### src/rtl/ahb_burst_master_if.sv
// AHB-Lite bus bundle between the burst master and a single slave.
interface ahb_burst_master_if #(
   parameter int DATA_W = 32,
   parameter int ADDR_W = 32
);
   logic [ADDR_W-1:0] HADDR;
   logic [1:0]        HTRANS;
   logic              HWRITE;
   logic [2:0]        HSIZE;
   logic [2:0]        HBURST;
   logic [3:0]        HPROT;
   logic              HMASTLOCK;
   logic [DATA_W-1:0] HWDATA;
   logic [DATA_W-1:0] HRDATA;
   logic              HREADY;
   logic              HRESP;

   modport master (
      output HADDR, HTRANS, HWRITE, HSIZE, HBURST, HPROT, HMASTLOCK, HWDATA,
      input  HRDATA, HREADY, HRESP
   );

   modport slave (
      input  HADDR, HTRANS, HWRITE, HSIZE, HBURST, HPROT, HMASTLOCK, HWDATA,
      output HRDATA, HREADY, HRESP
   );
endinterface

### src/rtl/ahb_burst_master.sv
// AHB-Lite burst master: turns one command into a SINGLE/INCRn/WRAPn burst,
// streams write beats in and read beats out, and reports completion/error.
module ahb_burst_master #(
   parameter int DATA_W = 32,
   parameter int ADDR_W = 32
) (
   input  logic              HCLK,
   input  logic              HRESETn,
   input  logic              cmd_valid,
   output logic              cmd_ready,
   input  logic              cmd_write,
   input  logic [ADDR_W-1:0] cmd_addr,
   input  logic [2:0]        cmd_size,
   input  logic [2:0]        cmd_burst,
   input  logic [DATA_W-1:0] wdata,
   input  logic              wvalid,
   output logic              wready,
   output logic [DATA_W-1:0] rdata,
   output logic              rvalid,
   output logic              rlast,
   output logic              done,
   output logic              err,
   ahb_burst_master_if.master ahb
);

   localparam int unsigned LOG2_BYTES = (DATA_W == 64) ? 3 : 2;

   typedef enum logic [2:0] {IDLE, NSEQ, SEQ, BUSY, ERR1, ERR2, DRAIN} state_t;

   state_t            state;
   logic [ADDR_W-1:0] haddr;
   logic [ADDR_W-1:0] wrap_mask;
   logic              hwrite;
   logic [2:0]        hsize;
   logic [2:0]        hburst;
   logic [3:0]        beats_left;
   logic              dp_pend;
   logic              dp_write;
   logic              dp_last;
   logic [DATA_W-1:0] hwdata_q;
   logic              wr_pend;

   logic [3:0]        cmd_beats_m1;
   logic              cmd_wrap;
   logic              cmd_bad;
   logic [ADDR_W-1:0] cmd_wrap_mask;
   logic [ADDR_W-1:0] incr_addr;
   logic [ADDR_W-1:0] next_addr;
   logic              bus_err;

   // Decode the incoming command: beat count, wrap window, legality.
   always_comb begin
      cmd_beats_m1 = 4'd0;
      cmd_wrap     = 1'b0;
      case (cmd_burst)
         3'd2:    begin cmd_beats_m1 = 4'd3;  cmd_wrap = 1'b1; end
         3'd3:          cmd_beats_m1 = 4'd3;
         3'd4:    begin cmd_beats_m1 = 4'd7;  cmd_wrap = 1'b1; end
         3'd5:          cmd_beats_m1 = 4'd7;
         3'd6:    begin cmd_beats_m1 = 4'd15; cmd_wrap = 1'b1; end
         3'd7:          cmd_beats_m1 = 4'd15;
         default:       cmd_beats_m1 = 4'd0;
      endcase
      cmd_bad = (cmd_size > 3'(LOG2_BYTES)) ||
                ((cmd_addr & ((ADDR_W'(1) << cmd_size) - ADDR_W'(1))) != '0);
      // Non-wrapping bursts use an all-ones mask so the wrap merge is a plain increment.
      cmd_wrap_mask = '1;
      if (cmd_wrap)
         cmd_wrap_mask = ((ADDR_W'(cmd_beats_m1) + ADDR_W'(1)) << cmd_size) - ADDR_W'(1);
   end

   // Next-beat address: bits inside the wrap window advance, bits above are held.
   always_comb begin
      incr_addr = haddr + (ADDR_W'(1) << hsize);
      next_addr = (haddr & ~wrap_mask) | (incr_addr & wrap_mask);
      bus_err   = dp_pend && ahb.HRESP && !ahb.HREADY;
   end

   // Burst sequencer: address phase, beat count, data-phase tracking and status.
   always_ff @(posedge HCLK or negedge HRESETn) begin
      if (!HRESETn) begin
         state      <= IDLE;
         haddr      <= '0;
         wrap_mask  <= '0;
         hwrite     <= 1'b0;
         hsize      <= '0;
         hburst     <= '0;
         beats_left <= '0;
         dp_pend    <= 1'b0;
         dp_write   <= 1'b0;
         dp_last    <= 1'b0;
         hwdata_q   <= '0;
         wr_pend    <= 1'b0;
         cmd_ready  <= 1'b0;
         done       <= 1'b0;
         err        <= 1'b0;
      end else begin
         done <= 1'b0;
         err  <= 1'b0;
         if (dp_pend && ahb.HREADY)
            dp_pend <= 1'b0;
         case (state)
            IDLE: begin
               if (wr_pend) begin
                  if (wvalid) begin
                     wr_pend <= 1'b0;
                     state   <= NSEQ;
                  end
               end else if (cmd_ready && cmd_valid) begin
                  cmd_ready <= 1'b0;
                  if (cmd_bad) begin
                     done <= 1'b1;
                     err  <= 1'b1;
                  end else begin
                     haddr      <= cmd_addr;
                     hwrite     <= cmd_write;
                     hsize      <= cmd_size;
                     hburst     <= (cmd_burst == 3'd1) ? 3'd0 : cmd_burst;
                     wrap_mask  <= cmd_wrap_mask;
                     beats_left <= cmd_beats_m1;
                     if (!cmd_write || wvalid)
                        state <= NSEQ;
                     else
                        wr_pend <= 1'b1;
                  end
               end else begin
                  cmd_ready <= 1'b1;
               end
            end
            NSEQ, SEQ: begin
               if (bus_err) begin
                  state <= ERR1;
               end else if (ahb.HREADY) begin
                  dp_pend  <= 1'b1;
                  dp_write <= hwrite;
                  dp_last  <= (beats_left == 4'd0);
                  if (hwrite)
                     hwdata_q <= wdata;
                  if (beats_left == 4'd0) begin
                     state <= DRAIN;
                  end else begin
                     haddr      <= next_addr;
                     beats_left <= beats_left - 4'd1;
                     state      <= (!hwrite || wvalid) ? SEQ : BUSY;
                  end
               end
            end
            BUSY: begin
               if (bus_err)
                  state <= ERR1;
               else if (ahb.HREADY && wvalid)
                  state <= SEQ;
            end
            DRAIN: begin
               if (bus_err) begin
                  state <= ERR1;
               end else if (ahb.HREADY) begin
                  state     <= IDLE;
                  done      <= 1'b1;
                  cmd_ready <= 1'b1;
               end
            end
            ERR1: begin
               if (ahb.HREADY) begin
                  state <= ERR2;
                  done  <= 1'b1;
                  err   <= 1'b1;
               end
            end
            ERR2: begin
               state     <= IDLE;
               cmd_ready <= 1'b1;
            end
            default: state <= IDLE;
         endcase
      end
   end

   // HTRANS follows the registered state directly.
   always_comb begin
      case (state)
         NSEQ:    ahb.HTRANS = 2'b10;
         SEQ:     ahb.HTRANS = 2'b11;
         BUSY:    ahb.HTRANS = 2'b01;
         default: ahb.HTRANS = 2'b00;
      endcase
   end

   assign ahb.HADDR     = haddr;
   assign ahb.HWRITE    = hwrite;
   assign ahb.HSIZE     = hsize;
   assign ahb.HBURST    = hburst;
   assign ahb.HPROT     = 4'b0011;
   assign ahb.HMASTLOCK = 1'b0;
   assign ahb.HWDATA    = (dp_pend && dp_write) ? hwdata_q : '0;

   assign wready = ((state == NSEQ) || (state == SEQ)) && hwrite && ahb.HREADY;
   assign rvalid = dp_pend && !dp_write && ahb.HREADY && !ahb.HRESP && (state != ERR1);
   assign rdata  = rvalid ? ahb.HRDATA : '0;
   assign rlast  = rvalid && dp_last;

endmodule

### src/flat_wrapper.sv
// flat-port wrapper written by rule: the top's interface ports become plain ports
module ahb_burst_master_flat 
#(
   parameter int DATA_W = 32,
   parameter int ADDR_W = 32
)
  (HCLK, HRESETn, cmd_valid, cmd_ready, cmd_write, cmd_addr, cmd_size, cmd_burst, wdata, wvalid, wready, rdata, rvalid, rlast, done, err, ahb_HADDR, ahb_HTRANS, ahb_HWRITE, ahb_HSIZE, ahb_HBURST, ahb_HPROT, ahb_HMASTLOCK, ahb_HWDATA, ahb_HRDATA, ahb_HREADY, ahb_HRESP);
  ahb_burst_master_if #(.DATA_W(DATA_W), .ADDR_W(ADDR_W)) ahb_i ();
  input  logic HCLK;
  input  logic HRESETn;
  input  logic cmd_valid;
  output logic cmd_ready;
  input  logic cmd_write;
  input  logic [ADDR_W-1:0] cmd_addr;
  input  logic [2:0] cmd_size;
  input  logic [2:0] cmd_burst;
  input  logic [DATA_W-1:0] wdata;
  input  logic wvalid;
  output logic wready;
  output logic [DATA_W-1:0] rdata;
  output logic rvalid;
  output logic rlast;
  output logic done;
  output logic err;
  output wire logic [$bits(ahb_i.HADDR)-1:0] ahb_HADDR;
  output wire logic [$bits(ahb_i.HTRANS)-1:0] ahb_HTRANS;
  output wire logic [$bits(ahb_i.HWRITE)-1:0] ahb_HWRITE;
  output wire logic [$bits(ahb_i.HSIZE)-1:0] ahb_HSIZE;
  output wire logic [$bits(ahb_i.HBURST)-1:0] ahb_HBURST;
  output wire logic [$bits(ahb_i.HPROT)-1:0] ahb_HPROT;
  output wire logic [$bits(ahb_i.HMASTLOCK)-1:0] ahb_HMASTLOCK;
  output wire logic [$bits(ahb_i.HWDATA)-1:0] ahb_HWDATA;
  input wire logic [$bits(ahb_i.HRDATA)-1:0] ahb_HRDATA;
  input wire logic [$bits(ahb_i.HREADY)-1:0] ahb_HREADY;
  input wire logic [$bits(ahb_i.HRESP)-1:0] ahb_HRESP;
  assign ahb_HADDR = ahb_i.HADDR;
  assign ahb_HTRANS = ahb_i.HTRANS;
  assign ahb_HWRITE = ahb_i.HWRITE;
  assign ahb_HSIZE = ahb_i.HSIZE;
  assign ahb_HBURST = ahb_i.HBURST;
  assign ahb_HPROT = ahb_i.HPROT;
  assign ahb_HMASTLOCK = ahb_i.HMASTLOCK;
  assign ahb_HWDATA = ahb_i.HWDATA;
  assign ahb_i.HRDATA = ahb_HRDATA;
  assign ahb_i.HREADY = ahb_HREADY;
  assign ahb_i.HRESP = ahb_HRESP;
  ahb_burst_master #(.DATA_W(DATA_W), .ADDR_W(ADDR_W)) u_core (.HCLK(HCLK), .HRESETn(HRESETn), .cmd_valid(cmd_valid), .cmd_ready(cmd_ready), .cmd_write(cmd_write), .cmd_addr(cmd_addr), .cmd_size(cmd_size), .cmd_burst(cmd_burst), .wdata(wdata), .wvalid(wvalid), .wready(wready), .rdata(rdata), .rvalid(rvalid), .rlast(rlast), .done(done), .err(err), .ahb(ahb_i));
endmodule
### config.mk
export PLATFORM = sky130hd
export DESIGN_NAME = ahb_burst_master_flat
export DESIGN_NICKNAME = d
export VERILOG_FILES = /design/src/rtl/ahb_burst_master_if.sv /design/src/rtl/ahb_burst_master.sv /design/src/flat_wrapper.sv
export SDC_FILE = /design/constraint.sdc
export NUM_CORES = 1
export LEC_CHECK = 0
export CAP_MARGIN = 10
export CORE_UTILIZATION = 42
export DETAILED_ROUTE_END_ITERATION = 7
export GPL_ROUTABILITY_DRIVEN = 0
export PLACE_DENSITY = 0.78
export SYNTH_ARGS = -nofsm -noshare
export SYNTH_HDL_FRONTEND = slang
export SYNTH_SLANG_ARGS = --single-unit
### constraint.sdc
create_clock -name HCLK -period 2.4 [get_ports HCLK]
set_input_delay 0.48 -clock HCLK [delete_from_list [all_inputs] [get_ports HCLK]]
set_output_delay 0.48 -clock HCLK [all_outputs]
set_load 0.05 [all_outputs]
==> impl_metrics.ini, run 1 <==
[grt]
grt_pass1_wl_um = 36300
grt_pass1_vias = 7073
gr-total-overflow = 0
grt_max_degree = 54
antenna_found_initial = 1
grt_usage = 0.284

[place]
hpwl_um = 16700
placement.io_buffers = 219
placed_area_sq_um = 10500

[floorplanning]
die_x_um = 128
core_area_sq_um = 15400
die_y_um = 128
start_util = 0.435
die_area_sq_um = 16400
io_pins = 225
placementRows = 45

[setup_path]
worstSetupStartpointType = flop
worstPathArrival_ps = 2790
end_kind = flop
crit_type = reg -> reg
cp_max_fo = 5
critPathRequiredTime_ps = 2650

[final_layout]
design_area_sq_um = 11500
area_growth_pct = 71.5
seqCellArea_sq_um = 2710
drive_above_1_share = 0.346
n_fill_cell = 1027
nets = 1178
antenna-diode-count = 0
multi_input_area_sq_um = 4140

[clocking]
cts.sinks = 108
hold_buffers = 0
worstSkewPairLatency_ps = 360
clock_path_buffers = 2
cts_root_buffer = clkbuf_16
clk_pin_slew_ps = 80
cts.htree.levels = 3
cts_tree = yes
cts_buffers = 9

[pwr]
switching_share = 0.460
leakage_nw = 5.04
combPwrFrac = 0.591
power_density_nw_per_um2 = 997
power_mw = 11.4
p_int_mw = 6.17
irDropWorstVdd_mv = 0.600
switching_power_mw = 5.26
p_seq_frac = 0.280
p_clk_frac = 0.129

[synth]
yosys.area.top_type = dfrtp_1
netlist_area_sq_um = 6680
yosys-top-cells-area = dfrtp_1 40%, mux2_2 6.4%, a21oi_1 5.2%, nor2_1 3.7%, and3_1 3.7%
dominantRegCellSynth = dfrtp_1
yosys.area.top_type_share = 0.405
async_flop_share = 1.00
synth.avg_cell_area_sq_um = 8.76
yosys_warnings = 0
synth-edff-count = 0
syn_inst = 763
ys_ff_latch = 108
synth_cell_type_count = 74
yosysSeqAreaShare = 0.405

[sta]
finalHoldViolCount = 0
fmaxAchievable_mhz = 394
min_period_ps = 2540
worst_pin_slew_ps = 686
skew_ps = 6.89
setup_slack_ps = -140
rsz0062_at_grt = true
slew_headroom = 0.538
hold_ws_ps = 51.4
slew_viol_final = 0
setup_viol = 19
finalCritPeriodShare = 1.06

[detailed_routing]
first_iter_violations = 502
vias = 7200
drcViolationCount = 0
firstDrtPassIters = 5
via_per_inst = 5.66
wire_per_inst_um = 18.8
antenna_left = 0
finalWirelength_um = 23800

[outcome]
status = complete, but fails checks
violations = setup timing

[hold_path]
hold_path_class = in -> async

[job]
max_cap_violations = 0
[cells in the final DEF, fill, tap and decap left out, types with 14 or more instances in the layout]
master / instances
a21oi_2: 14
inv_1: 25
nand2_1: 49
buf_12: 77
mux2_2: 34
a21oi_1: 55
and3_1: 38
o21ai_0: 22
and2_4: 33
nand3_1: 27
dfrtp_1: 103
nor3_1: 17
o21ai_1: 16
nor2_1: 59
clkdlybuf4s50_1: 144
buf_4: 98
[worst paths after layout]
check                                    start                         end  slack, ps  cells after the start
setup / recovery           u_core.ahb.HSIZE[0]                        flop       -140                     11
hold / removal                         HRESETn  asynchronous set/reset pin         50                      1
setup reg to reg           u_core.ahb.HSIZE[0]                        flop       -140                     11
hold reg to reg            u_core.wrap_mask[0]         u_core.wrap_mask[0]        500                      1
max in group asynchronous              HRESETn        u_core.wrap_mask[19]       1670                      2
min in group HCLK          u_core.wrap_mask[0]         u_core.wrap_mask[0]        500                      1
[cell type report]
cell class / count / area share
Multi-Input combinational cell: 570 / 0.362
Inverter: 29 / 0.00950
Tap cell: 211 / 0.0230
Sequential cell: 108 / 0.236
Clock buffer: 10 / 0.0209
Clock inverter: 6 / 0.00393
Timing Repair Buffer: 337 / 0.345
[cell usage after synthesis, types with 10 or more instances]
master and number:
nand2_1 52, nor2_1 66, nand3_1 29, o21ai_1 11, a21oi_1 70, mux2_2 38
and2_1 36, o21ai_0 33, clkbuf_1 31, dfrtp_1 108, o22ai_1 10, buf_2 17
ha_1 13, nor3_1 20, and3_1 39, or3_1 11, inv_1 27
[critical path, stage by stage (launching register included)]
cell and delay [ps]:
dfrtp_2 430, nor3_2 180, ha_2 210, inv_2 40
fa_2 340, nand2b_4 160, a21oi_4 240, o2111ai_4 160
buf_6 190, or3_4 330, o21ai_2 70, a21oi_2 70
[power by group through the flow]
stage	Combinational [mW]	Sequential [mW]	Clock, mW
after floorplan	3.11	3.86	0
after global placement	5.99	3.14	0
after detailed placement	6.12	3.17	0
after CTS	6.43	3.15	1.50
after global routing	7.20	3.29	1.56
final	6.76	3.20	1.47
[what timing repair did]
action	4_1_cts	5_1_grt
endpoints found under the setup margin	77	63
buffers inserted	14	6
gates cloned	3	3
endpoints found under the hold margin	0	0
gates resized for setup	57	63
pin swaps	30	42
[routing by layer]
layer	global-route usage	up-vias	routed length (um)
met5	0	-	13
met3	0.0906	43	2160
li1	-	3306	-
met1	0.340	3516	9040
met4	0.0623	2	369
met2	0.495	333	12300
[stage by stage]
| stage | TNS [ps] | utilization | instances | setup WS [ps] |
|---|---|---|---|---|
| detailed placement | -30560 | 0.682 | 1231 | -462 |
| finish | -833 | 0.745 | 1271 | -140 |
| global placement | -23830 | 0.682 | 1231 | -371 |
| CTS | -708 | 0.724 | 1264 | -143 |
| global route | -3930 | 0.745 | 1271 | -216 |
| floorplan | -2640 | - | 766 | -362 |
[logic make-up after synthesis]
kind of cell / Yosys count / share of synthesized area
AOI/OAI and AO/OA: 202 / 0.196
xor gates and xnor gates: 10 / 0.0131
adders and majority gates: 15 / 0.0288
buffers and inverters: 88 / 0.0605
DFF: 108 / 0.405
muxes: 38 / 0.0641
other: 2 / 0.00112
and+or+nand+nor: 300 / 0.232
Power figures use the tool's default switching activity.
==> inputs of run 2 (changes only) <==
ABC_AREA = 1   (was unset)
CORE_UTILIZATION = 43   (was 42)
CTS_CLUSTER_SIZE = 40   (was unset)
PLACE_DENSITY = 0.77   (was 0.78)
==> run 2 against run 1 <==
Effect of this change: the run still ends with setup timing left; sequential power is 3% higher; utilization is 3.4 points lower; non-clock buffer count is 34 lower; sequential share of layout area is 0.67 points lower; worst hold slack better by 45 ps; global-route usage is 1.2 points lower; first-iteration DRC count is 39% higher; via count is 16% higher; maximum frequency is 4.9% higher; largest cell class unchanged.
==> impl_metrics.ini, run 2 <==
[sta]
min_period_ps = 2420
setup_slack_ps = -22.4
slew_viol_final = 0
worst_pin_slew_ps = 560
finalHoldViolCount = 0
finalCritPeriodShare = 1.01
skew_ps = 8.61
fmaxAchievable_mhz = 413
hold_ws_ps = 96.9
fin_tns_setup_ps = -22.4
slew_headroom = 0.627
rsz0062_at_grt = true
setup_viol = 1

[detailed_routing]
firstDrtPassIters = 7
via_per_inst = 5.09
vias = 8369
finalWirelength_um = 24400
first_iter_violations = 698
drcViolationCount = 0
antenna_left = 0
wire_per_inst_um = 14.8

[final_layout]
layout_commonest_cell = nand2_1
drive_above_1_share = 0.208
n_fill_cell = 1305
final_cell_mix = 305 x nand2_1, 182 x inv_1, 146 x clkdlybuf4s50_1, 129 x nor2_1, 103 x dfrtp_1
area_growth_pct = 61.4
fin_util = 0.711
nets = 1541
antenna-diode-count = 0

[floorplanning]
die_area_sq_um = 17500
die_x_um = 132
start_util = 0.441
io_pins = 225
core_area_sq_um = 16600
die_y_um = 132
placementRows = 47

[place]
dp_slack_ps = -620
hpwl_um = 18200
placement.io_buffers = 219

[grt]
grt_max_degree = 58
antenna_found_initial = 0
gr-total-overflow = 0
grt_usage = 0.271
grt_pass1_wl_um = 38000
grt_pass1_vias = 7673

[clocking]
clock_path_buffers = 2
cts_buffers = 9
hold_buffers = 0
clk_pin_slew_ps = 80
worstSkewPairLatency_ps = 360
cts_tree = yes
cts.sinks = 108
cts_root_buffer = clkbuf_16
cts.htree.levels = 3

[synth]
yosysSeqAreaShare = 0.370
synth.most_common_cell = nand2_1
async_flop_share = 1.00
synth.avg_cell_area_sq_um = 6.42
synth-edff-count = 0
ys_ff_latch = 108
syn_inst = 1138
synth_cell_type_count = 44
dominantRegCellSynth = dfrtp_1
yosys_warnings = 0
yosys.area.top_type_share = 0.370
yosys.area.top_type = dfrtp_1
netlist_area_sq_um = 7310
yosys-top-cells-area = dfrtp_1 37%, nand2_1 16%, inv_1 9.8%, nor2_1 8.7%, o21ai_0 7.2%
synthTopCellsByCount = 319 x nand2_1, 190 x inv_1, 169 x nor2_1

[setup_path]
worstSetupStartpointType = flop
worstPathArrival_ps = 2710
cp_max_fo = 6
critPathRequiredTime_ps = 2680
r2r_slack_ps = -20
r2r-start = u_core.ahb.HSIZE[2]
crit_type = reg -> reg
r2r_cells = 15
end_kind = flop

[outcome]
violations = setup timing
status = complete, but fails checks

[job]
max_cap_violations = 0

[pwr]
power_density_nw_per_um2 = 1110
irDropWorstVdd_mv = 0.776
leakage_nw = 5.84
power_mw = 13.1

[hold_path]
hold_path_class = in -> async
## run 2: cell count changes after synthesis, moves of 7 or more
cell,delta
nand2_1,+267
clkbuf_1,-21
o211ai_1,-7
a21oi_1,-49
and2_1,-36
o22ai_1,-10
and3_1,-38
nor2_1,+103
nand3_1,+44
or3_1,-10
inv_1,+163
o21ai_0,+72
mux2_2,-38
## run 2: cells by family (layout without fill, tap and decap cells)
kind of cell / count (synthesis) / count (layout) / share of synthesized area
DFF: 108 / 108 / 0.370
AOI/OAI and AO/OA: 158 / 158 / 0.119
other: 2 / 5 / 0.00103
buffers and inverters: 234 / 515 / 0.127
and+or+nand+nor: 613 / 614 / 0.347
adders and majority gates: 14 / 14 / 0.0250
xor gates and xnor gates: 9 / 9 / 0.0108
## run 2: through the flow
step,cells,instance area (sq um)
2_1_floorplan,1141,7470
3_3_place_gp,1606,11000
5_1_grt,1643,11800
3_5_place_dp,1606,11000
4_1_cts,1629,11400
6_report,1643,11800
## run 2: how the worst max path moves through the flow
stage | slack, ps | startpoint | to
2_1_floorplan | 9 | u_core.ahb.HSIZE[0] | flop
5_1_grt | -150 | u_core.ahb.HSIZE[2] | flop
3_5_place_dp | -620 | cmd_size[1] | flop
6_report | -20 | u_core.ahb.HSIZE[2] | flop
3_3_place_gp | -510 | cmd_size[1] | flop
4_1_cts | -8 | cmd_size[2] | flop
## run 2: report_power, final
group	internal (mW)	leakage (nW)	switching, mW
clock	0.826	0.148	0.746
sequential	2.61	1.26	0.683
combinational	3.08	4.43	5.13
## run 2: repair_timing
action | in CTS | in global routing
pin swaps | 4 | 24
gates cloned | 1 | 3
endpoints found under the setup margin | 92 | 102
buffers inserted | 6 | 11
gates resized for setup | 29 | 75
## run 2: critical path: stages, from the launching register on
cell and delay, ps:
dfrtp_2 470, nor3_2 180, ha_2 200, inv_2 40, fa_2 350, inv_2 80, nand3_2 60, nand2_2 110
nand3_2 100, nand2_4 130, nand2_4 70, nor2_4 150, nand3_1 90, nand2_1 100, nand2_1 70, a21boi_1 130
## run 2: final cells by class
cell class	count	area, sq um	area share
well taps	220	275	0.0233
inverters	196	743	0.0630
clock inverters	7	80.1	0.00679
multi-input cells	800	4130	0.350
clock buffers	9	225	0.0191
repair buffers	303	3630	0.308
flip-flops and latches	108	2710	0.230
## run 2: routing by layer
layer  routed length, um  vias up  global-route usage
li1                    -     4082                   -
met1                9760     3808               0.350
met2               11900      406               0.452
met3                1880       73              0.0458
met4                 846        0               0.110
met5                   0        -                   0
==> RTL change, RTL diff (settings of run 2) <==
Reset style: synchronous (`HRESETn`), changed in one clocked block.
--- a/src/rtl/ahb_burst_master.sv
+++ b/src/rtl/ahb_burst_master.sv
@@ -79,3 +79,3 @@
    // Burst sequencer: address phase, beat count, data-phase tracking and status.
-   always_ff @(posedge HCLK or negedge HRESETn) begin
+   always_ff @(posedge HCLK) begin
       if (!HRESETn) begin
Check against the original RTL: differs if HRESETn is asserted again (counterexample within 4 cycles, from zero or initial values and one cycle with HRESETn low); with HRESETn held inactive, the same outputs for 4 cycles.
==> RTL change against run 2 <==
- die area is 5.3% lower
- sequential cell count is the same
- synthesized area is 5.4% lower
- routed wire length decreased by 3.4%
- setup slack improved by 0.11 ns
- global-route usage increased by 1.3 points
- cell area shrank 7.5%
- critical path type is now input pin to output port
Power is not compared: it rests on default switching activity, and its combinational part moved more than twofold at a synthesized area within 25%.
==> RTL change: results (changes against run 2) <==
Critical Path Max Stage Delay: 0.57 ns (+0.10 ns)
Met3 Usage GRT: 0.0931 (+0.0474)
Met2 WL: 11500 um (-3.2%)
Area after DPL: 10300 um2 (-5.8%)
Dominant cells by area after synthesis: dfxtp_1 (31%), nand2_1 (15%), inv_1 (9.5%)
Reg2reg setup slack: 0.11 ns (+0.13 ns)
Met3 WL: 2340 um (+24%)
Top routing layer used: met4
Outcome: complete, no violations
DRT iter0 DRCs: 668 (-4.3%)
Number of iterations in the first detailed-routing pass: 5 (-2)
Largest net degree at the start of global routing: 65 (+12%)
Top Family by Delay on Critical Path: buffers and inverters
Number of global-route vias before repair: 7794 (+1.6%)
Critical Path AT: 1.83 ns (-0.88 ns)
Sequential share of the synthesized area: 0.313 (-0.0570)
Slowest-stage cell, CP: clkdlybuf4s50_1
Initial antenna violation count: 1 (+1)
Layout cells sized above 1: 0.154 (-0.0543)
Slew headroom: 0.574 (-0.0531)
Cell count after synthesis: 1154 (+1.4%)
Drt total wl: 23600 um (-3.4%)
WHS: 0.453 ns (+0.356 ns)
CP Max Fanout: 34 (+28)
Yosys cell types: 43 (-2.3%)
Finished Layout Cells: 1624 (-1.2%)
WHS Endpoint: u_core.hwdata_q[20]$_SDFFE_PN0P_
Net count, final: 1530 (-0.71%)
Met1 usage: 0.316 (-0.0341)
Total track usage: 0.285 (+0.0135)
Clk_skew: 0.0117 ns (+0.00305 ns)
Net switching power: 3630 uW
Post-synth top cells: nand2_1 (268), inv_1 (174), nor2_1 (168)
HP Class: flop to flop
Leak pwr: 0.00465 uW
Global-route wire length before repair: 37000 um (-2.5%)
Clock-net power: 1520 uW
GR Layer Usage met2: 0.500 (+0.0484)
Vias: 8405 (+0.43%)
## RTL change: cell count changes after synthesis, moves of 5 or more
cell	before	now
or2_2	2	10
nand4_1	9	19
inv_1	190	174
clkbuf_1	10	28
dfrtp_1	108	0
a22oi_1	6	0
o21ai_0	105	84
buf_2	15	10
dfxtp_1	0	108
a21oi_1	21	104
o211ai_1	0	6
nand2_1	319	268
buf_1	6	0
## RTL change: cell families after synthesis
| family | share of synthesized area |
|---|---|
| compound gates | 0.161 |
| xor+xnor | 0.00887 |
| fa+ha+maj | 0.0264 |
| buf+inv | 0.132 |
| flops | 0.313 |
| other cells | 0.00109 |
| simple gates | 0.358 |
## RTL change: what timing repair did
| item | CTS | global route |
|---|---|---|
| cloned | 3 | 0 |
| gates resized for setup | 22 | 28 |
| pin swaps | 6 | 6 |
| buffers inserted | 1 | 6 |
| endpoints found under the setup margin | 63 | 67 |
## RTL change: layout make-up
class	instances	area, um2
Fill cell	1252	4520
Multi-Input combinational cell	822	4010
Timing Repair Buffer	284	3460
Sequential cell	108	2170
Inverter	180	686
Tap cell	211	264
Clock buffer	9	225
Clock inverter	7	75.1
Timing Repair inverter	2	15.0
Antenna cell	1	2.50
## RTL change: how the worst max path moves through the flow
stage / from / endpoint / slack (ns)
2_1_floorplan: cmd_size[2] / flop / -0.01
3_3_place_gp: cmd_size[1] / flop / -0.50
3_5_place_dp: cmd_size[1] / flop / -0.61
4_1_cts: u_core.ahb.HSIZE[2]$_SDFFE_PN0P_ / flop / 0.03
5_1_grt: u_core.ahb.HSIZE[2]$_SDFFE_PN0P_ / flop / -0.08
6_report: ahb_HREADY / rdata[23] / 0.09
## RTL change: tightest hold or removal path, stage by stage (launching register included)
cell and delay [ns]:
dfxtp_1 0.31, inv_1 0.06, a21oi_1 0.05
